**config.mk**
```make
export PLATFORM = sky130hd
export DESIGN_NAME = rggen_indirect_register_array
export DESIGN_NICKNAME = d
export VERILOG_FILES = /design/src/rtl/rggen_indirect_array_pkg.sv /design/src/rtl/rggen_indirect_array_storage.sv /design/src/rtl/rggen_indirect_register_array.sv
export SDC_FILE = /design/constraint.sdc
export NUM_CORES = 2
export LEC_CHECK = 0
export CAP_MARGIN = 15
export CORE_MARGIN = 8
export CORE_UTILIZATION = 60
export DETAILED_ROUTE_END_ITERATION = 6
export PLACE_DENSITY = 0.89
export SYNTH_ARGS = -nofsm -noshare
export SYNTH_HDL_FRONTEND = slang
export SYNTH_SLANG_ARGS = --single-unit
```
**constraint.sdc**
```tcl
create_clock -name clk -period 4.2 [get_ports clk]
set_input_delay 0.84 -clock clk [delete_from_list [all_inputs] [get_ports clk]]
set_output_delay 0.84 -clock clk [all_outputs]
set_load 0.01 [all_outputs]
```
**src/rtl/rggen_indirect_array_pkg.sv**
```systemverilog
// Shared types and constants for the indirect register array window.
package rggen_indirect_array_pkg;

    typedef enum logic {
        IDLE,
        RESPOND
    } state_e;

    localparam logic [1:0] STATUS_OK    = 2'b00;
    localparam logic [1:0] STATUS_ERROR = 2'b10;

endpackage

```
**src/rtl/rggen_indirect_array_storage.sv**
```systemverilog
// Entry registers with a masked write port and combinational bus/hardware read ports.
// Unimplemented bits (VALID_BITS = 0) are never written and always read 0.
module rggen_indirect_array_storage #(
    parameter int                    INDEX_WIDTH   = 4,
    parameter int                    DEPTH         = 16,
    parameter int                    DATA_WIDTH    = 32,
    parameter logic [DATA_WIDTH-1:0] VALID_BITS    = '1,
    parameter logic [DATA_WIDTH-1:0] INITIAL_VALUE = '0
) (
    input  logic                   clk,
    input  logic                   rst_n,
    input  logic                   write_enable,
    input  logic [INDEX_WIDTH-1:0] write_index,
    input  logic [DATA_WIDTH-1:0]  write_data,
    input  logic [DATA_WIDTH-1:0]  write_mask,
    input  logic [INDEX_WIDTH-1:0] read_index,
    output logic [DATA_WIDTH-1:0]  read_data,
    input  logic [INDEX_WIDTH-1:0] hw_index,
    output logic [DATA_WIDTH-1:0]  hw_value
);

    logic [DATA_WIDTH-1:0] entries [DEPTH];
    logic [DATA_WIDTH-1:0] mask;

    assign mask = write_mask & VALID_BITS;

    always_ff @(posedge clk or negedge rst_n) begin
        if (!rst_n) begin
            for (int unsigned i = 0; i < DEPTH; i++) begin
                entries[i] <= INITIAL_VALUE & VALID_BITS;
            end
        end else if (write_enable) begin
            for (int unsigned i = 0; i < DEPTH; i++) begin
                if (write_index == INDEX_WIDTH'(i)) begin
                    entries[i] <= (entries[i] & ~mask) | (write_data & mask);
                end
            end
        end
    end

    // Indexes with no matching entry fall through to zero.
    always_comb begin
        read_data = '0;
        for (int unsigned i = 0; i < DEPTH; i++) begin
            if (read_index == INDEX_WIDTH'(i)) begin
                read_data = entries[i] & VALID_BITS;
            end
        end
    end

    always_comb begin
        hw_value = '0;
        for (int unsigned i = 0; i < DEPTH; i++) begin
            if (hw_index == INDEX_WIDTH'(i)) begin
                hw_value = entries[i] & VALID_BITS;
            end
        end
    end

endmodule

```
**src/rtl/rggen_indirect_register_array.sv**
```systemverilog
// Indirect register window over a DEPTH-entry array with request/ready handshake.
// Optional index auto-increment: define RGGEN_INDIRECT_ARRAY_AUTO_INC_EN.
module rggen_indirect_register_array
    import rggen_indirect_array_pkg::*;
#(
    parameter int                       ADDRESS_WIDTH = 16,
    parameter logic [ADDRESS_WIDTH-1:0] START_ADDRESS = '0,
    parameter logic [ADDRESS_WIDTH-1:0] END_ADDRESS   = '0,
    parameter int                       INDEX_WIDTH   = 4,
    parameter int                       DEPTH         = 16,
    parameter int                       DATA_WIDTH    = 32,
    parameter logic [DATA_WIDTH-1:0]    VALID_BITS    = '1,
    parameter logic [DATA_WIDTH-1:0]    INITIAL_VALUE = '0
) (
    input  logic                     clk,
    input  logic                     rst_n,
    input  logic                     i_request,
    input  logic [ADDRESS_WIDTH-1:0] i_address,
    input  logic                     i_write,
    input  logic [DATA_WIDTH-1:0]    i_write_data,
    input  logic [DATA_WIDTH-1:0]    i_write_mask,
    input  logic [INDEX_WIDTH-1:0]   i_index,
    output logic                     o_select,
    output logic                     o_ready,
    output logic [DATA_WIDTH-1:0]    o_read_data,
    output logic [1:0]               o_status,
    input  logic [INDEX_WIDTH-1:0]   i_hw_index,
    output logic [DATA_WIDTH-1:0]    o_hw_value
);

    localparam logic [INDEX_WIDTH:0] DEPTH_LIMIT = (INDEX_WIDTH + 1)'(DEPTH);

    state_e                   state;
    state_e                   state_next;
    logic                     accept;
    logic                     in_range;
    logic [INDEX_WIDTH-1:0]   eidx;
    logic [DATA_WIDTH-1:0]    bus_value;
    logic [DATA_WIDTH-1:0]    read_data_q;
    logic [1:0]               status_q;

    // Lower bound compared with a forced-one MSB so a zero START_ADDRESS is not a constant compare.
    assign o_select = ({1'b1, i_address} >= {1'b1, START_ADDRESS}) && (i_address <= END_ADDRESS);
    assign accept   = (state == IDLE) && i_request && o_select;
    assign in_range = {1'b0, eidx} < DEPTH_LIMIT;

`ifdef RGGEN_INDIRECT_ARRAY_AUTO_INC_EN
    logic [INDEX_WIDTH-1:0] offset;
    logic [INDEX_WIDTH-1:0] prev_index;

    assign eidx = i_index + offset;

    // Any index change restarts the sequence; that takes priority over the increment.
    always_ff @(posedge clk or negedge rst_n) begin
        if (!rst_n) begin
            offset     <= '0;
            prev_index <= '0;
        end else begin
            prev_index <= i_index;
            if (i_index != prev_index) begin
                offset <= '0;
            end else if (accept && in_range) begin
                offset <= offset + INDEX_WIDTH'(1);
            end
        end
    end
`else
    assign eidx = i_index;
`endif

    rggen_indirect_array_storage #(
        .INDEX_WIDTH   (INDEX_WIDTH),
        .DEPTH         (DEPTH),
        .DATA_WIDTH    (DATA_WIDTH),
        .VALID_BITS    (VALID_BITS),
        .INITIAL_VALUE (INITIAL_VALUE)
    ) u_storage (
        .clk          (clk),
        .rst_n        (rst_n),
        .write_enable (accept && i_write && in_range),
        .write_index  (eidx),
        .write_data   (i_write_data),
        .write_mask   (i_write_mask),
        .read_index   (eidx),
        .read_data    (bus_value),
        .hw_index     (i_hw_index),
        .hw_value     (o_hw_value)
    );

    always_ff @(posedge clk or negedge rst_n) begin
        if (!rst_n) begin
            state <= IDLE;
        end else begin
            state <= state_next;
        end
    end

    always_comb begin
        state_next = state;
        case (state)
            IDLE:    if (accept) state_next = RESPOND;
            RESPOND: state_next = IDLE;
            default: state_next = IDLE;
        endcase
    end

    always_ff @(posedge clk or negedge rst_n) begin
        if (!rst_n) begin
            read_data_q <= '0;
            status_q    <= STATUS_OK;
        end else if (accept) begin
            read_data_q <= (in_range && !i_write) ? bus_value : '0;
            status_q    <= in_range ? STATUS_OK : STATUS_ERROR;
        end
    end

    always_comb begin
        o_ready     = (state == RESPOND);
        o_read_data = read_data_q;
        o_status    = status_q;
    end

endmodule

```
==> results.py <==
metrics = {
    "place": {
        "numPortBuffers": 157,
        "place_worst_setup_slack_ps": 173,
        "placed_cells": 4086,
        "dp_hpwl_um": 81600,
        "gp_congestion": 1.01,
        "dpl_cell_area_um2": 35700,
    },
    "layout": {
        "final_cells": 4200,
        "num-fill-cells": 3852,
        "regArea_um2": 13600,
        "nNetsFinal": 3542,
        "multi_input_area_um2": 17900,
        "finalInstanceArea_um2": 37700,
        "drive_gt1_share_pct": 23.5,
        "syn2layout_area_growth_pct": 15.1,
    },
    "sta": {
        "drv_slew": 0,
        "finalCritPeriodShare_pct": 101,
        "fin_skew_ps": 30.4,
        "worst_pin_slew_ps": 865,
        "finalSetupViolations": 1,
        "rsz0062_at_grt": "false",
        "finalHoldWorstSlack_ps": 56.9,
        "fmax_mhz": 236,
        "worst_slack_ps": -37.8,
        "relSlewSlack_pct": 42.4,
        "hold_viol": 0,
        "min_period_ps": 4240,
    },
    "clocking": {
        "cts.sinks": 545,
        "clk_path_buf_depth": 3,
        "ctsRootBufferMaster": "clkbuf_16",
        "worstSkewPairLatency_ps": 660,
        "path_clk_slew_ps": 60,
        "numCtsBuffers": 58,
        "cts_tree": "yes",
        "ctsHoldBuffers": 0,
        "cts_max_level": 2,
    },
    "routing": {
        "via_per_inst": 7.68,
        "vias": 32300,
        "first_pass_iters": 7,
        "drc_errors": 30,
        "drt_iter0_drc": 6349,
        "wl_um": 133000,
        "ant_nets": 0,
        "routedWlPerCell_um": 31.7,
    },
    "synthesis": {
        "synthCells": 3373,
        "yosys_register_bits": 545,
        "yosysMostFrequentCell": "dfrtp_1",
        "synth_cell_type_count": 72,
        "synth_warnings": 0,
        "synth_top_area_share_pct": 41.6,
        "synthFlopType": "dfrtp_1",
        "syn_area_per_cell_um2": 9.72,
        "synth_top_area_cell": "dfrtp_1",
        "synth_area_um2": 32800,
        "synth_common_cells": "dfrtp_1, mux2_2, nor2_1",
        "yosysSeqAreaShare_pct": 41.6,
        "synth_edf_count": 0,
        "synthTopCellsByArea": "dfrtp_1, mux2_2, mux2i_1",
        "synthArstFlopShare_pct": 100,
    },
    "min_path": {
        "hp-class": "in -> async",
    },
    "critical_path": {
        "start_kind": "input pin",
        "path_class": "in -> out",
        "path_cells": "buf_8 -> buf_4 -> nand2_1 -> nand2_1 -> o32a_1 -> o21ai_0 -> clkdlybuf4s50_1",
        "cpPeakStageDelay_ps": 650,
        "cpMostUsedCell": "nand2_1",
        "crit_arrival_ps": 3400,
        "cp_max_fo": 29,
        "cp_slowest_cell": "clkdlybuf4s50_1",
        "crit_path_end_kind": "output port",
        "worstPathRequired_ps": 3360,
    },
    "floorplan": {
        "die_y_um": 250,
        "row_count": 85,
        "io_pins": 160,
        "coreArea_um2": 53900,
        "die_area_um2": 62400,
        "die_w_um": 250,
        "initial_core_util_pct": 60.8,
    },
    "outcome": {
        "violations": "DRC, setup timing",
        "status": "finished with violations",
    },
    "global_route": {
        "grt_pass1_vias": 31800,
        "grt_overflow": 0,
        "grt_pass1_wl_um": 198000,
        "grt_max_degree": 126,
        "antenna_found_initial": 16,
        "track_usage_pct": 41.3,
    },
    "pwr": {
        "power_mw": 12.0,
        "powerDensity_nw_per_um2": 319,
        "ir_drop_uv": 364,
        "leakagePower_nw": 16.9,
    },
    "run": {
        "maxCapViolations": 0,
    },
}
==> cell families after synthesis <==
logic type             after synthesis  share of synthesized area (%)
multiplexers                       735                           25.4
AO/OA/AOI/OAI                      706                           14.2
buffers and inverters              336                           4.18
flip-flops                         545                           41.6
AND/OR/NAND/NOR                   1050                           14.6
other                                1                         0.0114
==> layer usage <==
metal	vias up	GRT usage [%]	routed length [um]
li1	12400	-	-
met5	-	0.555	158
met1	15200	49.5	43500
met2	3437	56.8	52900
met3	1166	19.1	23300
met4	20	31.9	13400
==> cell type report <==
class                   count  share of cell area (%)
repair buffers            342                    8.69
clock buffers              89                    4.58
clock inverters            17                   0.594
inverters                  10                  0.0995
flip-flops and latches    545                    36.2
diodes                      8                  0.0531
well taps                 696                    2.31
multi-input cells        2493                    47.5
==> where the power goes <==
group	total (mW)	switching [mW]	internal (mW)
Sequential	5.25	0.000126	5.25
Combinational	1.38	0.991	0.391
Clock	5.41	2.28	3.12
==> metrics by stage <==
stage                     TNS, ps  utilization, %
after global placement          0            66.3
final                       -37.8            69.9
after CTS                       0            69.9
after detailed placement        0            66.3
after global routing            0            69.9
after floorplan                 0               -
==> cell usage in the layout (no fill, tap or decap), types with 98 or more instances in the layout <==
cell               n
mux2_1           129
a21oi_1          159
nor2_1           383
a22oi_1           98
nand2_1          301
clkdlybuf4s50_1  148
mux2i_1          168
mux2_2           415
buf_4            163
dfrtp_1          545
nand3_1          140
o21ai_0          155
==> repair_timing <==
| action | 4_1_cts | 5_1_grt |
|---|---|---|
| buffers inserted | 0 | 0 |
| gates resized for setup | 0 | 1 |
| setup endpoints to repair | 0 | 1 |
==> worst max-delay path: cells and delay by family <==
family / cells / cell delay (ps)
buffers and inverters: 3 / 1080
and+or+nand+nor: 2 / 720
AOI/OAI and AO/OA: 2 / 730
==> path summary, 6_finish.rpt <==
path	start	to	slack, ps	cells after the start
max	i_hw_index[0]	o_hw_value[2]	-40	7
min	rst_n	asynchronous set/reset pin	60	1
max reg2reg	o_ready$_DFF_PN0_	flip-flop	1470	6
min reg2reg	flip-flop	flip-flop	510	1
max in group asynchronous	rst_n	asynchronous set/reset pin	3070	2
min in group clk	flip-flop	flip-flop	510	1
Power figures use the tool's default switching activity.
